--- src/rtl/uart_rx_if.sv ---
// ---------------------------------------------------------------------------
// uart_rx_if
//
// Bundles the UART receiver's tick/line inputs and its received-word outputs.
//
// Signals:
//   os_tick   - one-clk pulse at OVERSAMPLE x baud rate (from baud generator)
//   rx_in     - asynchronous serial line, idle high
//   rx_data   - last good received word
//   rx_valid  - one-clk pulse: rx_data updated
//   frame_err - one-clk pulse: stop bit sampled low
//   rx_busy   - high from start-bit detect until return to idle
//
// Modports:
//   master - the receiver itself (consumes tick/line, produces word/status)
//   slave  - the surrounding logic (drives tick/line, consumes word/status)
// ---------------------------------------------------------------------------
interface uart_rx_if #(
    parameter int DATA_BITS = 8
);
    logic                 os_tick;
    logic                 rx_in;
    logic [DATA_BITS-1:0] rx_data;
    logic                 rx_valid;
    logic                 frame_err;
    logic                 rx_busy;

    modport master (
        input  os_tick,
        input  rx_in,
        output rx_data,
        output rx_valid,
        output frame_err,
        output rx_busy
    );

    modport slave (
        output os_tick,
        output rx_in,
        input  rx_data,
        input  rx_valid,
        input  frame_err,
        input  rx_busy
    );
endinterface

--- src/rtl/uart_rx.sv ---
// ---------------------------------------------------------------------------
// uart_rx
//
// Receive half of the RS-232 UART link. Oversamples the asynchronous line
// with os_tick and decodes 1 start bit, DATA_BITS data bits (LSB first) and
// 1 stop bit, no parity. Each good word is presented with a one-cycle
// rx_valid strobe; a low stop bit gives a one-cycle frame_err strobe and the
// receiver then waits for the line to go idle (break handling).
//
// Parameters:
//   OVERSAMPLE - os_tick pulses per bit period; even, >= 4
//   DATA_BITS  - data bits per frame, 5..8
//
// Ports:
//   clk  - system clock
//   rst  - synchronous reset, active-high
//   bus  - uart_rx_if.master: os_tick, rx_in in; rx_data, rx_valid,
//          frame_err, rx_busy out (all outputs registered)
// ---------------------------------------------------------------------------
module uart_rx #(
    parameter int OVERSAMPLE = 16,
    parameter int DATA_BITS  = 8
) (
    input  logic      clk,
    input  logic      rst,
    uart_rx_if.master bus
);

    localparam int TICK_W = $clog2(OVERSAMPLE);
    localparam int BIT_W  = $clog2(DATA_BITS + 1);

    // Start bit is checked half a bit in; data and stop bits one full bit
    // period after that, so every sample lands near mid-bit.
    localparam logic [TICK_W-1:0] TICK_HALF = TICK_W'(OVERSAMPLE / 2 - 1);
    localparam logic [TICK_W-1:0] TICK_LAST = TICK_W'(OVERSAMPLE - 1);
    localparam logic [BIT_W-1:0]  BIT_LAST  = BIT_W'(DATA_BITS - 1);

    typedef enum logic [2:0] {
        IDLE,
        START,
        DATA,
        STOP,
        BREAK
    } state_t;

    state_t               state;
    logic [TICK_W-1:0]    tick_cnt;
    logic [TICK_W-1:0]    tick_inc;
    logic [BIT_W-1:0]     bit_cnt;
    logic [DATA_BITS-1:0] shift_q;
    logic                 rx_meta;
    logic                 rx_s;
    logic                 sample_data;

    assign tick_inc    = tick_cnt + TICK_W'(1);
    assign sample_data = bus.os_tick && (state == DATA) && (tick_cnt == TICK_LAST);

    // ------------------------------------------------------------------
    // Two-flop synchronizer. Reset to the idle level so a reset never
    // looks like a start bit.
    // ------------------------------------------------------------------
    // NOTE: sequential state uses non-blocking assignments so every flop
    // samples pre-edge values, regardless of statement order.
    always_ff @(posedge clk) begin
        if (rst) begin
            rx_meta <= 1'b1;
            rx_s    <= 1'b1;
        end else begin
            rx_meta <= bus.rx_in;
            rx_s    <= rx_meta;
        end
    end

    // ------------------------------------------------------------------
    // Data shift register: right shift, new bit enters at the MSB, so the
    // first (LSB) bit of the frame ends up at bit 0.
    // ------------------------------------------------------------------
    // NOTE: pure datapath with no reset; its contents only reach rx_data
    // after a complete frame has overwritten every bit.
    always_ff @(posedge clk) begin
        if (sample_data) begin
            shift_q <= {rx_s, shift_q[DATA_BITS-1:1]};
        end
    end

    // ------------------------------------------------------------------
    // Frame FSM. Everything advances only on os_tick; the two strobes are
    // cleared on every clk so they last exactly one cycle.
    // ------------------------------------------------------------------
    always_ff @(posedge clk) begin
        if (rst) begin
            state         <= IDLE;
            tick_cnt      <= '0;
            bit_cnt       <= '0;
            bus.rx_data   <= '0;
            bus.rx_valid  <= 1'b0;
            bus.frame_err <= 1'b0;
            bus.rx_busy   <= 1'b0;
        end else begin
            bus.rx_valid  <= 1'b0;
            bus.frame_err <= 1'b0;

            if (bus.os_tick) begin
                unique case (state)
                    IDLE: begin
                        if (!rx_s) begin
                            state       <= START;
                            tick_cnt    <= '0;
                            bus.rx_busy <= 1'b1;
                        end
                    end

                    START: begin
                        tick_cnt <= tick_inc;
                        if (tick_inc == TICK_HALF) begin
                            tick_cnt <= '0;
                            if (!rx_s) begin
                                state   <= DATA;
                                bit_cnt <= '0;
                            end else begin
                                // Line went back high before mid start bit:
                                // treat as a glitch and drop it silently.
                                state       <= IDLE;
                                bus.rx_busy <= 1'b0;
                            end
                        end
                    end

                    DATA: begin
                        if (tick_cnt == TICK_LAST) begin
                            tick_cnt <= '0;
                            bit_cnt  <= bit_cnt + BIT_W'(1);
                            if (bit_cnt == BIT_LAST) begin
                                state <= STOP;
                            end
                        end else begin
                            tick_cnt <= tick_inc;
                        end
                    end

                    STOP: begin
                        if (tick_cnt == TICK_LAST) begin
                            tick_cnt <= '0;
                            if (rx_s) begin
                                // Leaving at mid stop bit leaves half a bit
                                // of margin to catch a back-to-back start.
                                bus.rx_data  <= shift_q;
                                bus.rx_valid <= 1'b1;
                                bus.rx_busy  <= 1'b0;
                                state        <= IDLE;
                            end else begin
                                bus.frame_err <= 1'b1;
                                state         <= BREAK;
                            end
                        end else begin
                            tick_cnt <= tick_inc;
                        end
                    end

                    BREAK: begin
                        // Wait out a held-low line so a break produces a
                        // single frame_err rather than a stream of frames.
                        if (rx_s) begin
                            state       <= IDLE;
                            bus.rx_busy <= 1'b0;
                        end
                    end

                    default: begin
                        state       <= IDLE;
                        bus.rx_busy <= 1'b0;
                    end
                endcase
            end
        end
    end

endmodule

--- src/flat_wrapper.sv ---
// flat-port wrapper written by rule: the top's interface ports become plain ports
module uart_rx_flat 
#(
    parameter int OVERSAMPLE = 16,
    parameter int DATA_BITS  = 8
)
  (clk, rst, bus_os_tick, bus_rx_in, bus_rx_data, bus_rx_valid, bus_frame_err, bus_rx_busy);
  uart_rx_if #(.DATA_BITS(DATA_BITS)) bus_i ();
  input  logic clk;
  input  logic rst;
  input wire logic [$bits(bus_i.os_tick)-1:0] bus_os_tick;
  input wire logic [$bits(bus_i.rx_in)-1:0] bus_rx_in;
  output wire logic [$bits(bus_i.rx_data)-1:0] bus_rx_data;
  output wire logic [$bits(bus_i.rx_valid)-1:0] bus_rx_valid;
  output wire logic [$bits(bus_i.frame_err)-1:0] bus_frame_err;
  output wire logic [$bits(bus_i.rx_busy)-1:0] bus_rx_busy;
  assign bus_i.os_tick = bus_os_tick;
  assign bus_i.rx_in = bus_rx_in;
  assign bus_rx_data = bus_i.rx_data;
  assign bus_rx_valid = bus_i.rx_valid;
  assign bus_frame_err = bus_i.frame_err;
  assign bus_rx_busy = bus_i.rx_busy;
  uart_rx #(.OVERSAMPLE(OVERSAMPLE), .DATA_BITS(DATA_BITS)) u_core (.clk(clk), .rst(rst), .bus(bus_i));
endmodule
--- config.mk ---
export PLATFORM = sky130hd
export DESIGN_NAME = uart_rx_flat
export DESIGN_NICKNAME = d
export VERILOG_FILES = /design/src/rtl/uart_rx_if.sv /design/src/rtl/uart_rx.sv /design/src/flat_wrapper.sv
export SDC_FILE = /design/constraint.sdc
export NUM_CORES = 1
export LEC_CHECK = 0
export BUFFER_PORTS_ARGS = -buffer_cell sky130_fd_sc_hd__clkbuf_2
export CAP_MARGIN = 20
export CELL_PAD_IN_SITES_DETAIL_PLACEMENT = 1
export CELL_PAD_IN_SITES_GLOBAL_PLACEMENT = 1
export CORE_ASPECT_RATIO = 1.5
export CORE_MARGIN = 2
export CORE_UTILIZATION = 45
export CTS_CLUSTER_SIZE = 10
export DETAILED_ROUTE_END_ITERATION = 8
export PLACE_DENSITY = 0.76
export SETUP_SLACK_MARGIN = 0.05
export SLEW_MARGIN = 20
export SYNTH_ARGS = -nofsm -noshare
export SYNTH_HDL_FRONTEND = slang
export SYNTH_SLANG_ARGS = --single-unit
--- constraint.sdc ---
create_clock -name clk -period 5.7 [get_ports clk]
set_clock_uncertainty 0.2 [all_clocks]
set_input_delay 0.285 -clock clk [delete_from_list [all_inputs] [get_ports clk]]
set_output_delay 0.285 -clock clk [all_outputs]
set_load 0.02 [all_outputs]
== Word-level counts from Yosys, hierarchy flattened ==
Index checks and enable logic that the tools add are counted.
Word-level totals
  flip-flop bits (word level): 32
  output and inout port bits: 11
  logic and storage cells: 65
Cells by class
  add/subtract/negate cells: 2
  eq/ne operators: 14
  multiplexer cells: 23
  bitwise logic cells: 4
  reduce and logical (&&, ||, !) cells: 12
Operators with widths (count)
  $mux W3: 7
  $mux W4: 5
  $pmux W3 S5: 1
  $pmux W4 S3: 1
  $reduce_and A5 Y1: 2
  $add A4 B1 Y4 const B: 2
  $eq A4 B3 Y1 const B: 2
  $ne A2 B2 Y1 const B: 4
  $pmux W4 S2: 1
  $reduce_and A7 Y1: 1
  $eq A3 B2 Y1 const B: 2
  $mux W1: 6
  $ne A2 B1 Y1 const B: 3
  $pmux W1 S5: 1
  $eq A4 B4 Y1 const B: 1
  $not A1 Y1: 4
  $reduce_and A4 Y1: 1
  $reduce_or A4 Y1: 1
  $eq A3 B1 Y1 const B: 1
  $eq A3 B3 Y1 const B: 1
  $logic_not A3 Y1: 1
  $reduce_and A3 Y1: 1
  $reduce_bool A3 Y1: 1
  $logic_and A1 B1 Y1: 2
  other kinds (3): 3

== Depth between registers and ports, before layout ==
  depth after elaboration: 4
  gate-level depth with buffers: 7

== Worst setup path before layout ==
No wires, ideal clock.
  path type: flip-flop to flip-flop
  from: register u_core.tick_cnt[0]
  to: register u_core.bit_cnt[1]
  setup time: 0.091 ns
  arrival: 1.571 ns
  data required time: 5.409 ns
  path slack: 3.838 ns
  cell stages (with the launch flop): 8
  period minus slack after synthesis: 1.862 ns
  path through: dfxtp_1 ha_1 and4_1 buf_4 and3_1 buf_4 nand2_1 a311oi_1
On the way
  word-level cells in the longest chain between the ends: 4
  elaborated cells between the ends (all ways): 6
  classes of those cells: 1 x add/sub; 4 x eq/ne; 1 x reduce/logical
Ends and longest elaborated chain
  start, declared: RTL line uart_rx.sv:47  | logic [TICK_W-1:0] tick_cnt;
  start signal, assigned: RTL line uart_rx.sv:114  | tick_cnt <= tick_inc;
  start signal, assigned: RTL line uart_rx.sv:137  | tick_cnt <= tick_inc;
  start signal, assigned: RTL line uart_rx.sv:156  | tick_cnt <= tick_inc;
  $add A4 B1 Y4: RTL line uart_rx.sv:55  | assign tick_inc = tick_cnt + TICK_W'(1);
  $eq A4 B3 Y1: RTL line uart_rx.sv:115  | if (tick_inc == TICK_HALF) begin
  $ne A2 B1 Y1 (no source line)
  $reduce_and A5 Y1 (no source line) *
  end signal, assigned: RTL line uart_rx.sv:132  | bit_cnt <= bit_cnt + BIT_W'(1);
  end, declared: RTL line uart_rx.sv:49  | logic [BIT_W-1:0] bit_cnt;
Every way passes the cells marked *; elsewhere a longest branch is shown, timed or not.
A chain may end at the register's enable or synchronous reset.

== Worst setup path after layout ==
  from: register u_core.tick_cnt[0]
  to: register u_core.bus.rx_data[5]
On the way
  word-level cells in the longest chain between the ends: 2
Ends and longest elaborated chain
  $eq A4 B4 Y1: RTL line uart_rx.sv:142  | if (tick_cnt == TICK_LAST) begin
  $reduce_and A4 Y1 (no source line)
  end signal, assigned: RTL line uart_rx.sv:147  | bus.rx_data <= shift_q;
  end, declared: RTL line uart_rx_if.sv:31  | output rx_data,
Every way passes these cells.

==> results by group <==
Synth
  – Synth Area in Simple Gates: 0.217
  – Main combinational cell family by area after synthesis: simple AND/OR/NAND/NOR gates
  – Adder-cell share of the synthesized area: 0.0248
  – Syn avg cell area: 9.90 um^2
  – Synth warn: 0
  – Post-synthesis compound-gate area fraction: 0.171
  – Synth area leader: dfxtp_1
  – Seq/Total Area, Yosys: 0.476
  – Synth Instances: 153
  – Number of synthesized flops with an enable pin: 8
  – Mux share of post-synthesis cell area: 0.0595
  – Asr flop ratio synth: 0
  – Top cell type's share of synthesized area: 0.317
  – Mapped cell area: 0.00151 mm^2
  – Post-synthesis xor/xnor area fraction: 0.00579
  – Top_reg_cell synth: dfxtp_1
  – Synth top area cells: dfxtp_1, edfxtp_1, mux2i_1
  – Netlist cell types: 48
  – Syn nets: 160
  – Synth Register Bits: 32

Floorplanning
  – Die area: 0.00385 mm^2
  – Die Width: 51.4 um
  – # IOs: 15
  – Initial Util: 0.475
  – Cell row count: 25
  – Die Y-Extent: 75.0 um
  – Core area: 0.00319 mm^2

Clocking
  – CTS Hold Bufs: 1
  – Clk_lat worst skew: 280 ps
  – CTS tree: built
  – CTS-repair resized insts: 0
  – CTS Buf Count: 5
  – Post-CTS Setup Bufs: 0
  – Clock Tree Buf Depth: 2
  – CTS sink cnt: 32
  – Root Driver: clkbuf_8
  – CTS clk-pin slew, worst paths: 70 ps
  – CTS H-tree lvls: 2

Power
  – VDD IR max: 0.169 mV
  – Leak: 0.682 nW
  – Design Power: 0.478 mW
  – P per Cell Area: 279 mW/mm^2

Critical path
  – Crit path kind: reg -> reg
  – Cell-by-cell trace of the critical path: ha_1 > and4_1 > nand4_1 > mux2i_1 > nor2_1
  – Worst setup path endpoint: u_core.bus.rx_data[5]$_SDFFE_PP0P_
  – Crit Path Max Fanout: 9
  – WP depth: 5
  – Critical Path Sink Type: register
  – Reg2Reg Capture Point: u_core.bus.rx_data[5]$_SDFFE_PP0P_
  – FF-to-FF setup slack: 3290 ps
  – RR Startpoint: u_core.tick_cnt[0]$_SDFFE_PP0P_
  – CP startpoint: u_core.tick_cnt[0]$_SDFFE_PP0P_
  – Max incr delay on CP: 530 ps
  – R2R depth: 5
  – Buf/Inv on CP: 0
  – Worst Path Required: 5650 ps
  – Crit-path slowest cell: nand4_1
  – Delay-heaviest family, CP: simple AND/OR/NAND/NOR gates
  – Setup crit start kind: register
  – CP arrival: 2360 ps

STA
  – Max Fclk: 0.414 GHz
  – Slew margin rel.: 0.593
  – Worst Tran Pin Value: 609 ps
  – Minimum clock period: 2410 ps
  – Setup TNS: 0 ps
  – Fin. Hold Viols: 0
  – Final period utilization: 0.423
  – Final Max Slew Viols: 0
  – RSZ-0062 raised after global routing: no
  – Final setup fails: 0

Route
  – Drt pass-1 iters: 4
  – Antenna Nets Post-Route: 0
  – First DRT Iteration DRCs: 20
  – Routed wire length: 3500 um
  – Via count: 1197
  – Per-cell routed wire length: 17.0 um
  – Via-to-Cell Ratio: 5.81
  – DRC violations left: 0

Worst hold path
  – Worst Hold Class: in -> reg
  – Hold_sp: bus_os_tick

Finish
  – Layout cells sized above 1: 0.163
  – Most frequent cells in the layout: dfxtp_1, clkbuf_2, nor2_1
  – Area growth from synthesis to layout: 13.0%
  – # diodes: 0
  – Most common cell after layout, fill and taps aside: dfxtp_1
  – # nets final: 172
  – # fillers: 386
  – Multi-input gate area: 724 um^2
  – Register area: 721 um^2

Place
  – PortBufs: 14
  – Routability cong.: 0.765
  – Hpwl dp: 2480 um

Job
  – Max Cap Viol: 0

Run status
  – Status: finished clean

Global route
  – Largest net degree at the start of global routing: 25
  – Grt ovf: 0
  – Initial antenna violation count: 0
  – Vias in the first global route: 1263
  – First-pass GRT wire length: 5900 um
  – Tot GR Track Use: 0.207
==> metal layers <==
layer	vias up	global-route usage	part of all wire
met5	-	0	0
met4	0	0.152	0.028
met3	8	0.0496	0.030
met2	29	0.362	0.53
met1	573	0.213	0.41
li1	587	-	-
==> layout make-up <==
type | instances | share of cell area
clock inverters | 2 | 0.0198
inverters | 5 | 0.0110
clock buffers | 6 | 0.0483
flip-flops and latches | 32 | 0.421
well taps | 40 | 0.0293
multi-input cells | 106 | 0.424
repair buffers | 15 | 0.0468
==> logic make-up (layout without fill, tap and decap cells) <==
logic type,after synthesis,in the layout
xor+xnor,1,1
simple gates,58,58
mux,9,9
buf+inv,15,28
flops,32,32
fa+ha+maj,3,3
compound gates,35,35
==> state kept, by name, summed over array words and instances (netlist names) <==
signal,cells
u_core.bus.rx_data,8
u_core.bus.rx_busy,1
u_core.rx_meta,1
u_core.tick_cnt,4
u_core.state,3
u_core.bus.frame_err,1
u_core.shift_q,8
u_core.bus.rx_valid,1
u_core.rx_s,1
u_core.bit_cnt,4
==> power by group <==
part           internal [mW]  switching (mW)  leakage [nW]
logic                0.00758          0.0123         0.358
clock network          0.141          0.0807        0.0588
registers              0.234         0.00332         0.266
==> through the flow <==
stage | utilization | cells | setup slack, ps | instance area, um^2 | hold slack, ps
after global routing | 0.536 | 206 | 3070 | 1710 | 215
after floorplan | - | 153 | 3840 | 1510 | 188
after CTS | 0.536 | 206 | 3280 | 1710 | 168
after detailed placement | 0.496 | 197 | 3290 | 1580 | 226
final | 0.536 | 206 | 3290 | 1710 | 181
after global placement | 0.496 | 197 | 3450 | 1580 | 198
==> cells in the mapped netlist (4+ instances only) <==
cell type	number
a31oi_1	5
buf_2	4
clkbuf_1	4
dfxtp_1	24
edfxtp_1	8
inv_1	5
mux2i_1	9
nand2_1	8
nand2b_1	4
nand3_1	4
nor2_1	13
nor2b_1	5
o211ai_1	5
o21ai_0	4
==> worst register-to-register path, delay by kind of cell (launching register included) <==
family / cells / cell delay (ps)
AND/OR/NAND/NOR: 3 / 960
flip-flops: 1 / 440
adder cells (fa/ha/maj): 1 / 350
multiplexers: 1 / 340
==> how the worst min path moves through the flow <==
stage | to | cells after the start | slack (ps)
6_report | u_core.bus.frame_err$_SDFF_PP0_ | 3 | 180
5_1_grt | u_core.bus.frame_err$_SDFF_PP0_ | 3 | 220
4_1_cts | u_core.bus.frame_err$_SDFF_PP0_ | 3 | 170
3_5_place_dp | u_core.rx_s$_SDFF_PP1_ | 1 | 230
3_3_place_gp | u_core.rx_s$_SDFF_PP1_ | 1 | 200
2_1_floorplan | u_core.state[1]$_SDFFE_PP0P_ | 1 | 190
(Power assumes the default switching activity.)
